File: src/rtl/uart_comm_mc_pkg.sv
// Shared definitions for the uart_comm_mc transceiver slice.
//   - parity mode codes (PARITY parameter values)
//   - FSM state type shared by the TX and RX state machines
//   - bit positions inside the sticky err_status vector
package uart_comm_mc_pkg;

  localparam int PARITY_NONE = 0;
  localparam int PARITY_EVEN = 1;
  localparam int PARITY_ODD  = 2;

  typedef enum logic [2:0] {
    ST_IDLE,
    ST_START,
    ST_DATA,
    ST_PARITY,
    ST_STOP
  } uart_state_e;

  localparam int ERR_PAR = 0;
  localparam int ERR_FRM = 1;
  localparam int ERR_OVR = 2;

endpackage

File: src/rtl/uart_comm_mc_if.sv
// CPU-side byte bus of uart_comm_mc.
//   send_flag/send_data : push into TX FIFO
//   recv_flag/recv_data : pop RX FIFO head (first-word fall-through)
//   sendable/receivable : TX not full / RX not empty
//   tx_busy             : frame on the Tx line
//   err_status/err_clr  : sticky {overrun, frame, parity} and its clear
// master = CPU side, slave = UART side.
interface uart_comm_mc_if #(
  parameter int DATA_BITS = 8
);
  logic                 send_flag;
  logic [DATA_BITS-1:0] send_data;
  logic                 recv_flag;
  logic [DATA_BITS-1:0] recv_data;
  logic                 sendable;
  logic                 receivable;
  logic                 tx_busy;
  logic [2:0]           err_status;
  logic                 err_clr;

  modport master (
    output send_flag, send_data, recv_flag, err_clr,
    input  recv_data, sendable, receivable, tx_busy, err_status
  );

  modport slave (
    input  send_flag, send_data, recv_flag, err_clr,
    output recv_data, sendable, receivable, tx_busy, err_status
  );
endinterface

File: src/rtl/uart_comm_mc_fifo.sv
// uart_fifo: synchronous FIFO with first-word fall-through read port.
//   CLK, RST_N      : clock, asynchronous active-low reset
//   wr_en, wr_data  : push (ignored while full)
//   rd_en, rd_data  : pop (ignored while empty); rd_data shows the head,
//                     and reads as zero while the FIFO is empty
//   full, empty     : status, derived from pointers carrying an extra MSB
module uart_fifo #(
  parameter int DATA_L = 8,
  parameter int ADDR_L = 5
) (
  input  logic              CLK,
  input  logic              RST_N,
  input  logic              wr_en,
  input  logic [DATA_L-1:0] wr_data,
  input  logic              rd_en,
  output logic [DATA_L-1:0] rd_data,
  output logic              full,
  output logic              empty
);

  logic [DATA_L-1:0] mem [2**ADDR_L];
  logic [ADDR_L:0]   wr_ptr;
  logic [ADDR_L:0]   rd_ptr;
  logic              do_wr;
  logic              do_rd;

  assign empty = (wr_ptr == rd_ptr);
  assign full  = (wr_ptr[ADDR_L] != rd_ptr[ADDR_L]) &&
                 (wr_ptr[ADDR_L-1:0] == rd_ptr[ADDR_L-1:0]);
  assign do_wr = wr_en && !full;
  assign do_rd = rd_en && !empty;

  assign rd_data = empty ? '0 : mem[rd_ptr[ADDR_L-1:0]];

  always_ff @(posedge CLK) begin
    if (do_wr) mem[wr_ptr[ADDR_L-1:0]] <= wr_data;
  end

  always_ff @(posedge CLK or negedge RST_N) begin
    if (!RST_N) begin
      wr_ptr <= '0;
      rd_ptr <= '0;
    end else begin
      if (do_wr) wr_ptr <= wr_ptr + 1'b1;
      if (do_rd) rd_ptr <= rd_ptr + 1'b1;
    end
  end

endmodule

File: src/rtl/uart_comm_mc.sv
// uart_comm_mc: parametrised UART transceiver with TX/RX FIFOs.
//   CLK, RST_N : system clock, asynchronous active-low reset
//   bus        : uart_comm_mc_if.slave CPU byte bus (push/pop, flags, errors)
//   Tx         : serial out, idle high
//   Rx         : serial in, asynchronous (2-flop synchronised)
//   loopback   : only with UART_LOOPBACK_EN defined; when high the receiver
//                listens to the internal Tx line and the Tx pin is held high
// Frame: start, DATA_BITS LSB first, optional parity, STOP_BITS stop bits.
// With SIM defined, sent/received bytes are reported tagged with ID.
module uart_comm_mc
  import uart_comm_mc_pkg::*;
#(
  parameter int ID          = 1,
  parameter int BAUDRATE    = 9600,
  parameter int CLOCKRATE   = 100000000,
  parameter int DATA_BITS   = 8,
  parameter int PARITY      = 1,
  parameter int STOP_BITS   = 1,
  parameter int FIFO_ADDR_L = 5
) (
  input  logic            CLK,
  input  logic            RST_N,
  uart_comm_mc_if.slave   bus,
  output logic            Tx,
  input  logic            Rx
`ifdef UART_LOOPBACK_EN
  ,
  input  logic            loopback
`endif
);

  localparam int BIT_CYC = CLOCKRATE / BAUDRATE;
  localparam int BC_W    = $clog2(BIT_CYC);
  localparam logic [BC_W-1:0] BC_LAST = BC_W'(BIT_CYC - 1);
  localparam logic [BC_W-1:0] BC_HALF = BC_W'(BIT_CYC / 2 - 1);
  localparam logic [3:0] DB_LAST = 4'(DATA_BITS - 1);
  localparam logic [3:0] DB_ALL  = 4'(DATA_BITS);
  localparam logic PAR_ODD = (PARITY == PARITY_ODD);
  localparam bit   HAS_PAR = (PARITY != PARITY_NONE);

  // ---------------------------------------------------------------- FIFOs
  logic                 tx_full, tx_empty, tx_pop;
  logic [DATA_BITS-1:0] tx_head;
  logic                 rx_full, rx_empty, rx_push;
  logic [DATA_BITS-1:0] rx_byte;

  uart_fifo #(.DATA_L(DATA_BITS), .ADDR_L(FIFO_ADDR_L)) u_tx_fifo (
    .CLK     (CLK),
    .RST_N   (RST_N),
    .wr_en   (bus.send_flag),
    .wr_data (bus.send_data),
    .rd_en   (tx_pop),
    .rd_data (tx_head),
    .full    (tx_full),
    .empty   (tx_empty)
  );

  uart_fifo #(.DATA_L(DATA_BITS), .ADDR_L(FIFO_ADDR_L)) u_rx_fifo (
    .CLK     (CLK),
    .RST_N   (RST_N),
    .wr_en   (rx_push),
    .wr_data (rx_byte),
    .rd_en   (bus.recv_flag),
    .rd_data (bus.recv_data),
    .full    (rx_full),
    .empty   (rx_empty)
  );

  assign bus.sendable   = !tx_full;
  assign bus.receivable = !rx_empty;

  // -------------------------------------------------------------- Tx path
  logic [BC_W-1:0]      baud_cnt;
  logic                 tick;
  uart_state_e          tx_state;
  logic [DATA_BITS-1:0] tx_shreg;
  logic [3:0]           tx_bitcnt;
  logic                 tx_par;
  logic                 tx_stop2;
  logic                 tx_line;
  logic                 tx_busy_r;
  logic                 tx_last_stop;

  assign tick = (baud_cnt == '0);

  always_ff @(posedge CLK or negedge RST_N) begin
    if (!RST_N)                baud_cnt <= '0;
    else if (baud_cnt == BC_LAST) baud_cnt <= '0;
    else                       baud_cnt <= baud_cnt + 1'b1;
  end

  assign tx_last_stop = (tx_state == ST_STOP) && ((STOP_BITS == 1) || tx_stop2);
  // Loading straight out of the last stop bit keeps frames back-to-back.
  assign tx_pop = tick && !tx_empty && ((tx_state == ST_IDLE) || tx_last_stop);

  always_ff @(posedge CLK or negedge RST_N) begin
    if (!RST_N) begin
      tx_state  <= ST_IDLE;
      tx_shreg  <= '0;
      tx_bitcnt <= '0;
      tx_par    <= 1'b0;
      tx_stop2  <= 1'b0;
      tx_line   <= 1'b1;
      tx_busy_r <= 1'b0;
    end else if (tick) begin
      if (tx_pop) begin
        tx_shreg  <= tx_head;
        tx_par    <= (^tx_head) ^ PAR_ODD;
        tx_stop2  <= 1'b0;
        tx_line   <= 1'b0;
        tx_busy_r <= 1'b1;
        tx_state  <= ST_START;
`ifdef SIM
        $display("uart_comm_mc %0d: tx %h", ID, tx_head);
`endif
      end else begin
        unique case (tx_state)
          ST_IDLE: ;
          ST_START: begin
            tx_line   <= tx_shreg[0];
            tx_shreg  <= tx_shreg >> 1;
            tx_bitcnt <= 4'd1;
            tx_state  <= ST_DATA;
          end
          ST_DATA: begin
            if (tx_bitcnt == DB_ALL) begin
              if (HAS_PAR) begin
                tx_line  <= tx_par;
                tx_state <= ST_PARITY;
              end else begin
                tx_line  <= 1'b1;
                tx_state <= ST_STOP;
              end
            end else begin
              tx_line   <= tx_shreg[0];
              tx_shreg  <= tx_shreg >> 1;
              tx_bitcnt <= tx_bitcnt + 4'd1;
            end
          end
          ST_PARITY: begin
            tx_line  <= 1'b1;
            tx_state <= ST_STOP;
          end
          ST_STOP: begin
            if (tx_last_stop) begin
              tx_line   <= 1'b1;
              tx_busy_r <= 1'b0;
              tx_state  <= ST_IDLE;
            end else begin
              tx_stop2 <= 1'b1;
            end
          end
          default: tx_state <= ST_IDLE;
        endcase
      end
    end
  end

  assign bus.tx_busy = tx_busy_r;

  // ------------------------------------------------------- line selection
  logic rx_in;
`ifdef UART_LOOPBACK_EN
  assign rx_in = loopback ? tx_line : Rx;
  assign Tx    = loopback ? 1'b1 : tx_line;
`else
  assign rx_in = Rx;
  assign Tx    = tx_line;
`endif

  // -------------------------------------------------------------- Rx path
  logic [1:0]           rx_sync;
  logic                 rx_s;
  uart_state_e          rx_state;
  logic [BC_W-1:0]      rx_cnt;
  logic [3:0]           rx_bitcnt;
  logic [DATA_BITS-1:0] rx_shreg;
  logic                 rx_par_bad;
  logic                 rx_sample;
  logic                 rx_par_exp;
  logic [2:0]           err_set;
  logic [2:0]           err_q;

  always_ff @(posedge CLK or negedge RST_N) begin
    if (!RST_N) rx_sync <= '1;
    else        rx_sync <= {rx_sync[0], rx_in};
  end
  assign rx_s = rx_sync[1];

  // First sample lands mid start bit, later ones a full bit apart.
  assign rx_sample  = (rx_state == ST_START) ? (rx_cnt == BC_HALF) : (rx_cnt == BC_LAST);
  assign rx_par_exp = (^rx_shreg) ^ PAR_ODD;

  always_comb begin
    err_set = '0;
    if (rx_sample) begin
      if ((rx_state == ST_PARITY) && (rx_s != rx_par_exp)) err_set[ERR_PAR] = 1'b1;
      if (rx_state == ST_STOP) begin
        if (!rx_s)                       err_set[ERR_FRM] = 1'b1;
        else if (!rx_par_bad && rx_full) err_set[ERR_OVR] = 1'b1;
      end
    end
  end

  always_ff @(posedge CLK or negedge RST_N) begin
    if (!RST_N) begin
      rx_state   <= ST_IDLE;
      rx_cnt     <= '0;
      rx_bitcnt  <= '0;
      rx_shreg   <= '0;
      rx_par_bad <= 1'b0;
      rx_push    <= 1'b0;
      rx_byte    <= '0;
    end else begin
      rx_push <= 1'b0;
      if (rx_state != ST_IDLE) rx_cnt <= rx_sample ? '0 : rx_cnt + 1'b1;
      unique case (rx_state)
        ST_IDLE: begin
          if (!rx_s) begin
            rx_cnt     <= '0;
            rx_par_bad <= 1'b0;
            rx_state   <= ST_START;
          end
        end
        ST_START: begin
          if (rx_sample) begin
            rx_bitcnt <= '0;
            rx_state  <= rx_s ? ST_IDLE : ST_DATA;
          end
        end
        ST_DATA: begin
          if (rx_sample) begin
            rx_shreg <= {rx_s, rx_shreg[DATA_BITS-1:1]};
            if (rx_bitcnt == DB_LAST) rx_state <= HAS_PAR ? ST_PARITY : ST_STOP;
            else                      rx_bitcnt <= rx_bitcnt + 4'd1;
          end
        end
        ST_PARITY: begin
          if (rx_sample) begin
            rx_par_bad <= (rx_s != rx_par_exp);
            rx_state   <= ST_STOP;
          end
        end
        ST_STOP: begin
          if (rx_sample) begin
            rx_state <= ST_IDLE;
            if (rx_s && !rx_par_bad && !rx_full) begin
              rx_push <= 1'b1;
              rx_byte <= rx_shreg;
`ifdef SIM
              $display("uart_comm_mc %0d: rx %h", ID, rx_shreg);
`endif
            end
          end
        end
        default: rx_state <= ST_IDLE;
      endcase
    end
  end

  // A fresh error outranks a simultaneous clear.
  always_ff @(posedge CLK or negedge RST_N) begin
    if (!RST_N)           err_q <= '0;
    else if (bus.err_clr) err_q <= err_set;
    else                  err_q <= err_q | err_set;
  end

  assign bus.err_status = err_q;

endmodule

File: src/flat_wrapper.sv
// flat-port wrapper written by rule: the top's interface ports become plain ports
module uart_comm_mc_flat import uart_comm_mc_pkg::*;
#(
  parameter int ID          = 1,
  parameter int BAUDRATE    = 9600,
  parameter int CLOCKRATE   = 100000000,
  parameter int DATA_BITS   = 8,
  parameter int PARITY      = 1,
  parameter int STOP_BITS   = 1,
  parameter int FIFO_ADDR_L = 5
)
  (CLK, RST_N, Tx, Rx, bus_send_flag, bus_send_data, bus_recv_flag, bus_err_clr, bus_recv_data, bus_sendable, bus_receivable, bus_tx_busy, bus_err_status);
  uart_comm_mc_if #(.DATA_BITS(DATA_BITS)) bus_i ();
  input  logic CLK;
  input  logic RST_N;
  output logic Tx;
  input  logic Rx;
  input wire logic [$bits(bus_i.send_flag)-1:0] bus_send_flag;
  input wire logic [$bits(bus_i.send_data)-1:0] bus_send_data;
  input wire logic [$bits(bus_i.recv_flag)-1:0] bus_recv_flag;
  input wire logic [$bits(bus_i.err_clr)-1:0] bus_err_clr;
  output wire logic [$bits(bus_i.recv_data)-1:0] bus_recv_data;
  output wire logic [$bits(bus_i.sendable)-1:0] bus_sendable;
  output wire logic [$bits(bus_i.receivable)-1:0] bus_receivable;
  output wire logic [$bits(bus_i.tx_busy)-1:0] bus_tx_busy;
  output wire logic [$bits(bus_i.err_status)-1:0] bus_err_status;
  assign bus_i.send_flag = bus_send_flag;
  assign bus_i.send_data = bus_send_data;
  assign bus_i.recv_flag = bus_recv_flag;
  assign bus_i.err_clr = bus_err_clr;
  assign bus_recv_data = bus_i.recv_data;
  assign bus_sendable = bus_i.sendable;
  assign bus_receivable = bus_i.receivable;
  assign bus_tx_busy = bus_i.tx_busy;
  assign bus_err_status = bus_i.err_status;
  uart_comm_mc #(.ID(ID), .BAUDRATE(BAUDRATE), .CLOCKRATE(CLOCKRATE), .DATA_BITS(DATA_BITS), .PARITY(PARITY), .STOP_BITS(STOP_BITS), .FIFO_ADDR_L(FIFO_ADDR_L)) u_core (.CLK(CLK), .RST_N(RST_N), .bus(bus_i), .Tx(Tx), .Rx(Rx));
endmodule
File: config.mk
export PLATFORM = sky130hd
export DESIGN_NAME = uart_comm_mc_flat
export DESIGN_NICKNAME = d
export VERILOG_FILES = /design/src/rtl/uart_comm_mc_pkg.sv /design/src/rtl/uart_comm_mc_if.sv /design/src/rtl/uart_comm_mc_fifo.sv /design/src/rtl/uart_comm_mc.sv /design/src/flat_wrapper.sv
export SDC_FILE = /design/constraint.sdc
export NUM_CORES = 1
export LEC_CHECK = 0
export CAP_MARGIN = 20
export CELL_PAD_IN_SITES_DETAIL_PLACEMENT = 1
export CELL_PAD_IN_SITES_GLOBAL_PLACEMENT = 1
export CORE_ASPECT_RATIO = 0.5
export CORE_MARGIN = 2
export CORE_UTILIZATION = 45
export CTS_CLUSTER_DIAMETER = 80
export DETAILED_ROUTE_END_ITERATION = 7
export PLACE_DENSITY = 0.7
export SLEW_MARGIN = 25
export SYNTH_ARGS = -nofsm -noshare
export SYNTH_HDL_FRONTEND = slang
export SYNTH_SLANG_ARGS = --single-unit
File: constraint.sdc
create_clock -name CLK -period 3.4 [get_ports CLK]
set_input_delay 0.34 -clock CLK [delete_from_list [all_inputs] [get_ports CLK]]
set_output_delay 0.34 -clock CLK [all_outputs]
set_load 0.02 [all_outputs]
After elaboration in Yosys (flattened, before gate mapping) --
Memories as Yosys holds them, arrays and structs flattened. Index checks and enable logic that the tools add are counted.
Operators by class: add/subtract/negate cells 8, equal/unequal tests 31, mux-type cells 50, bitwise logic cells 2, reductions and logical operators 42
Operator list (number):
- $mux 14 | 5
- $mux 8 | 4
- $mux 3 | 10
- $add 14x1->14 const B | 2
- $eq 14x14->1 const B | 2
- $add 6x1->6 const B | 4
- $mux 1 | 18
- $mux 4 | 4
- $pmux 4 s2 | 2
- $pmux 8 s2 | 1
- $reduce_xor 8->1 | 2
- $pmux 3 s5 | 1
- $eq 14x13->1 const B | 1
- $logic_not 14->1 | 1
- $eq 3x2->1 const B | 4
- $eq 6x6->1 | 2
- $logic_and 1x1->1 | 12
- $pmux 3 s4 | 1
- $reduce_and 3->1 | 4
- $eq 5x5->1 | 2
- $ne 2x1->1 const B | 5
- $add 4x1->4 const B | 2
- $ne 2x2->1 const B | 4
- $reduce_and 2->1 | 4
- other kinds (21) | 36
Word-level totals: register bits 100, memory bits (writable) 512, bits of input ports 14, output and inout bits 15, word-level logic and storage cells 155, memories 2
Memories:
- u_core.u_rx_fifo.mem | words 32, bits a word 8, read ports 1, clocked after memory_dff 0, wr ports 1, line uart_comm_mc_fifo.sv:21 | logic [DATA_L-1:0] mem [2**ADDR_L];
- u_core.u_tx_fifo.mem | words 32, bits a word 8, read ports 1, clocked after memory_dff 0, wr ports 1, line uart_comm_mc_fifo.sv:21

Depth between registers and ports, before layout --
word-level depth 9, gate-level depth with buffers 12, mapped depth without buffers 10

Modules after synthesis --
Synthesis repeated with hierarchy kept, for this count alone.
Unflattened totals: cell total of the unflattened synthesis 1454, area total of the unflattened synthesis 25281.7 µm²
By module, submodules not included:
- uart_fifo (u_core.u_tx_fifo) | times used 1, cells each 570, area an instance 10804.1 µm², seq. area each 7987.7 µm²
- uart_fifo (u_core.u_rx_fifo) | times used 1, cells each 504, area an instance 10621.4 µm², seq. area each 7987.7 µm²
- uart_comm_mc | times used 1, cells each 380, area an instance 3856.2 µm², seq. area each 1905.6 µm²

Worst setup path after synthesis --
OpenSTA, ideal clock, no wires.
path type register -> output, start register u_core.u_rx_fifo.rd_ptr[0], end output bus_recv_data[0], arrival 2.750 ns, data required time 3.060 ns, setup slack 0.310 ns, stages on the path, launching flop included 8, path buffers 3, path through dfrtp_1 clkbuf_1 buf_1 buf_1 mux4_2 mux4_2 mux2i_1 nor2_1
On the way: cells in the longest elaborated chain, start to end 2, elaborated cells on any way between the ends 3, those cells by class 1 x eq/ne; 1 x mux; 1 x memory
RTL lines:
- from (decl) | line uart_comm_mc_fifo.sv:23 | logic [ADDR_L:0] rd_ptr;
- from (signal assigned) | line uart_comm_mc_fifo.sv:45 | if (do_rd) rd_ptr <= rd_ptr + 1'b1;
- $mem_v2 32x8 / $eq 6x6->1 (equally long branches)
- $mux 8 (*) | line uart_comm_mc_fifo.sv:33 | assign rd_data = empty ? '0 : mem[rd_ptr[ADDR_L-1:0]];
- to (decl) | line flat_wrapper.sv:22 | output wire logic [$bits(bus_i.recv_data)-1:0] bus_recv_data;
Every way passes the cells marked *; elsewhere a longest branch is shown, timed or not.

Worst setup path in the final report --
start register u_core.u_rx_fifo.rd_ptr[0], end output bus_recv_data[3]
The elaborated chain is that of the path after synthesis.

==> results.txt <==
For the remaining design rule violation count, the log shows 0. In this run, the number of DRC markers left after iteration 0 of detailed routing was 1155. The number of max-slew violations in the final report is 0, and the share of async-settable or async-resettable flops after synthesis is 16.3%. The maximum fanout along the worst path came out at 10. The run gives 26200 um^2 as the cell area after placement. The final layout contains routed wiring with a total length of 56300 um. The tools report the final hold violation count as 0. The run gives 12778 as the number of vias in the routed layout. The number of antenna diodes in the final layout is 0. The run gives 5003 as the filler cell count in the final layout. For the post-DP HPWL, the log shows 35600 um. The multiplexer area fraction after synthesis works out to 15.4%.

The detail route stage leaves a number of antenna-violating nets equal to 0. The clock passes through at most 3 buffers. The tools report the peak ir drop on the vdd network as 0.000355 V.

The synthesized cell area came out at 24900 um^2. The worst hold path begins at Rx. The floorplan step defined a die boundary enclosing 57400 um^2. Entering global routing, the biggest net connects 78 pins. The sequential cells in the finished layout cover a total of 17900 um^2. After synthesis, the netlist uses 59 different library cells.

The final worst-path setup slack was 0.0669 ns. The floorplan step set the die width to 337 um. The endpoint identified for the worst register-to-register timing path is u_core.u_rx_fifo.mem[24][6]. The fraction of the cycle the final worst path needs came out at 98.0%. The tools report the design area as 28100 um^2. The startpoint type of the worst setup path was a flop.

After global routing the overflow that remains totals 0. The worst hold path class was input pin to flop. The combinational family with the most area after synthesis was multiplexers.

The number of nets in the synthesized netlist is 1415. For this run, the post-layout net count is 1488. The multi-input gate area in the final layout is 6660 um^2, and the minimum setup slack after placement is 0.220 ns.

The finished layout holds 2246 standard cells, fillers aside. The root buffer cell chosen for the clock tree is clkbuf_16. In this run the number of H-tree levels came out at 2. The logs give 46.0% for the initial core utilization and 3.06 ns for the required time of the critical path.

The complex-gate fraction of the synthesized area was 2.90%; the area share of xor/xnor cells in the synthesized design was 1.97%. The path with the worst hold slack has its endpoint at u_core.rx_sync[0]. The number of synthesis warnings is 0.

TritonCTS built the clock tree. From synthesis to final layout, the design area changed by 12.9%. The sequential share of the synthesized area is 71.8%, and the worst reg2reg path depth is 7. The worst setup path is captured at a primary output. Count of clock tree sinks: 612. At the end of routability-driven placement, the weighted congestion stood at 0.834.

The arrival time of data at the critical path endpoint was 2.99 ns. For the total setup violations reported at the end of the flow, the log shows 0. The pre-antenna-repair detailed-routing pass consisted of 5 iterations. The floorplan step defined a core boundary enclosing 54200 um^2.

The share of post-route cells with drive strength above 1 is 23.3%, and the power density normalized to cell area is 595 nW/um^2. The worst register-to-register path begins at u_core.u_rx_fifo.rd_ptr[0]. After detailed routing, the average wire length per cell comes to 25.1 um.

The synthesized netlist devotes 5.51% of its cell area to simple gates. Of the total synthesized cell area, the portion taken by full adders, half adders and majority gates is 0.803%. The average size of a mapped cell works out to 18.0 um^2.

The run finished with clean final reports. The final period demand of the worst path is 3.33 ns. The worst setup path is of the flop to primary output kind.

The post-route clock skew is 0.0211 ns. The logs give 1385 for the number of instances in the synthesized netlist and 29 for the number of top-level pins. Site row count: 60.

Measured against its own limit, the worst slew margin works out to 29.0%. The worst hold path cell count is 1, and the count of input and output buffers is 28. At the pin with the least slew margin, the transition time is 1.06 ns. The CTS clock-pin slew for the worst setup and hold paths is 0.07 ns, and the achievable frequency is 300 MHz. The global router's overall resource usage was 20.3%. The first global-routing pass estimated 87100 um of wire.

The worst reg-to-reg setup slack is 0.29 ns, and the end-of-flow core utilization is 51.9%. For the leakage power, the log shows 8.58 nW. The detail-routed via count per cell was 5.69; the initial antenna violation count was 0. The tool flagged a number of max-cap violations equal to 0. In this run, CTS created clock tree buffers numbering 53. The via count of the first global-routing pass came out at 13802. The placed cell count is 2135. Leaving out fill and tap cells, the most frequent cell in the layout is edfxtp_1. The hold slack was 0.172 ns; the source-to-sink clock delay at the later pin of the worst-skew pair was 0.60 ns.

For this run, the leading register cell type out of synthesis is edfxtp_1. The die height is 170 um, and the register bit total from synthesis is 612. The count of flip-flops with a built-in enable after synthesis came out at 512.

In the layout the commonest cells are edfxtp_1 (512), mux4_2 (136), nor2_1 (114), dfrtp_1 (85), nand2_1 (67). Setup repair after global routing could not meet its margin everywhere.
synth_stat cells, types with 5 or more instances:
cell	number	share of area, %
nor4_1	6	0.15
mux2_2	24	1.1
mux4_2	136	12
mux2i_1	36	1.4
nand3b_1	6	0.18
or3_1	6	0.15
a21oi_1	19	0.38
buf_1	12	0.18
nand4_1	12	0.30
dfrtp_1	97	9.7
edfxtp_1	512	62
nor3_1	11	0.22
a221oi_1	8	0.28
o31ai_1	7	0.21
o21ai_0	29	0.58
xor2_1	19	0.67
nand2b_1	8	0.20
xnor2_1	37	1.3
a211oi_1	6	0.18
and3_1	12	0.30
o221ai_1	8	0.28
buf_2	5	0.10
buf_4	7	0.21
nand3_1	15	0.30
or2_1	6	0.15
o22ai_1	5	0.13
clkbuf_1	44	0.66
nor2_1	115	1.7
ha_1	16	0.80
nand2_1	67	1.0
inv_1	19	0.29
o21ai_1	14	0.28
mux2_4	8	0.48
where the power goes:
group	total (mW)	internal, mW	leakage [nW]	switching (mW)
Combinational	2.29	1.03	2.41	1.25
Clock	5.93	3.22	0.813	2.72
Sequential	8.51	8.35	5.35	0.168
stage by stage:
stage | total power [mW] | TNS (ns)
detailed placement | 10.7 | 0
global placement | 10.6 | 0
finish | 16.7 | 0
global route | 17.3 | -0.0153
CTS | 16.8 | 0
floorplan | 9.94 | 0
worst max path at each step:
stage,slack [ns],cells after the start,endpoint,from
6_report,0.07,6,bus_recv_data[3],u_core.u_rx_fifo.rd_ptr[0]
4_1_cts,0.008,7,bus_recv_data[4],u_core.u_rx_fifo.rd_ptr[0]
3_3_place_gp,0.28,7,u_core.u_rx_fifo.mem[16][4],u_core.u_rx_fifo.rd_ptr[0]
3_5_place_dp,0.22,7,u_core.u_rx_fifo.mem[16][4],u_core.u_rx_fifo.rd_ptr[0]
5_1_grt,-0.02,6,bus_recv_data[3],u_core.u_rx_fifo.rd_ptr[0]
2_1_floorplan,0.31,7,bus_recv_data[0],u_core.u_rx_fifo.rd_ptr[0]
state kept, by name (all words and copies together), names as in the netlist:
register	flops
u_core.bus.tx_busy	1
u_core.bus.err_status	3
u_core.tx_state	3
u_core.rx_bitcnt	4
u_core.u_rx_fifo.mem	256
u_core.tx_bitcnt	4
u_core.rx_shreg	8
u_core.rx_byte	8
u_core.baud_cnt	14
u_core.u_tx_fifo.rd_ptr	6
u_core.rx_state	3
u_core.u_tx_fifo.wr_ptr	6
u_core.u_rx_fifo.wr_ptr	6
u_core.tx_par	1
u_core.rx_par_bad	1
u_core.tx_shreg	8
u_core.Tx	1
u_core.u_tx_fifo.mem	256
u_core.rx_sync	2
u_core.rx_cnt	14
u_core.rx_push	1
u_core.u_rx_fifo.rd_ptr	6
worst max-delay path, stage by stage, from the launching register on:
cell and delay (ns):
dfrtp_4 0.56, buf_8 0.21, mux4_2 0.56, mux4_2 0.52, mux2i_1 0.15, nor2_1 0.06
dlygate4sd2_1 0.32
timing repair:
action | CTS | global route
buffers inserted | 3 | 4
gates resized for setup | 39 | 4
hold buffers | 1 | 0
cloned | 3 | 1
setup endpoints to repair | 8 | 5
endpoints found under the hold margin | 72 | 0
pin swaps | 0 | 0
cells by family after synthesis:
logic type	after synthesis
flip-flops	612
AND/OR/NAND/NOR	289
multiplexers	206
AO/OA/AOI/OAI	113
buffers and inverters	93
XOR/XNOR	56
adder cells (fa/ha/maj)	16
layout make-up:
type                    count  share of cell area (%)
clock inverters            22                   0.610
inverters                  21                   0.280
repair buffers             90                    3.14
clock buffers              77                    5.32
flip-flops and latches    612                    63.7
multi-input cells         680                    23.7
well taps                 744                    3.31
routing by layer:
metal  vias to the layer above  global-route usage (%)  wire length [um]
li1                       5594                       -                 -
met3                        71                    2.76              2000
met4                         0                    4.25               868
met1                      6880                    28.6             25300
met2                       233                    34.2             28200
met5                         -                       0                 0
No activity file was read; power rests on OpenSTA's default activity.
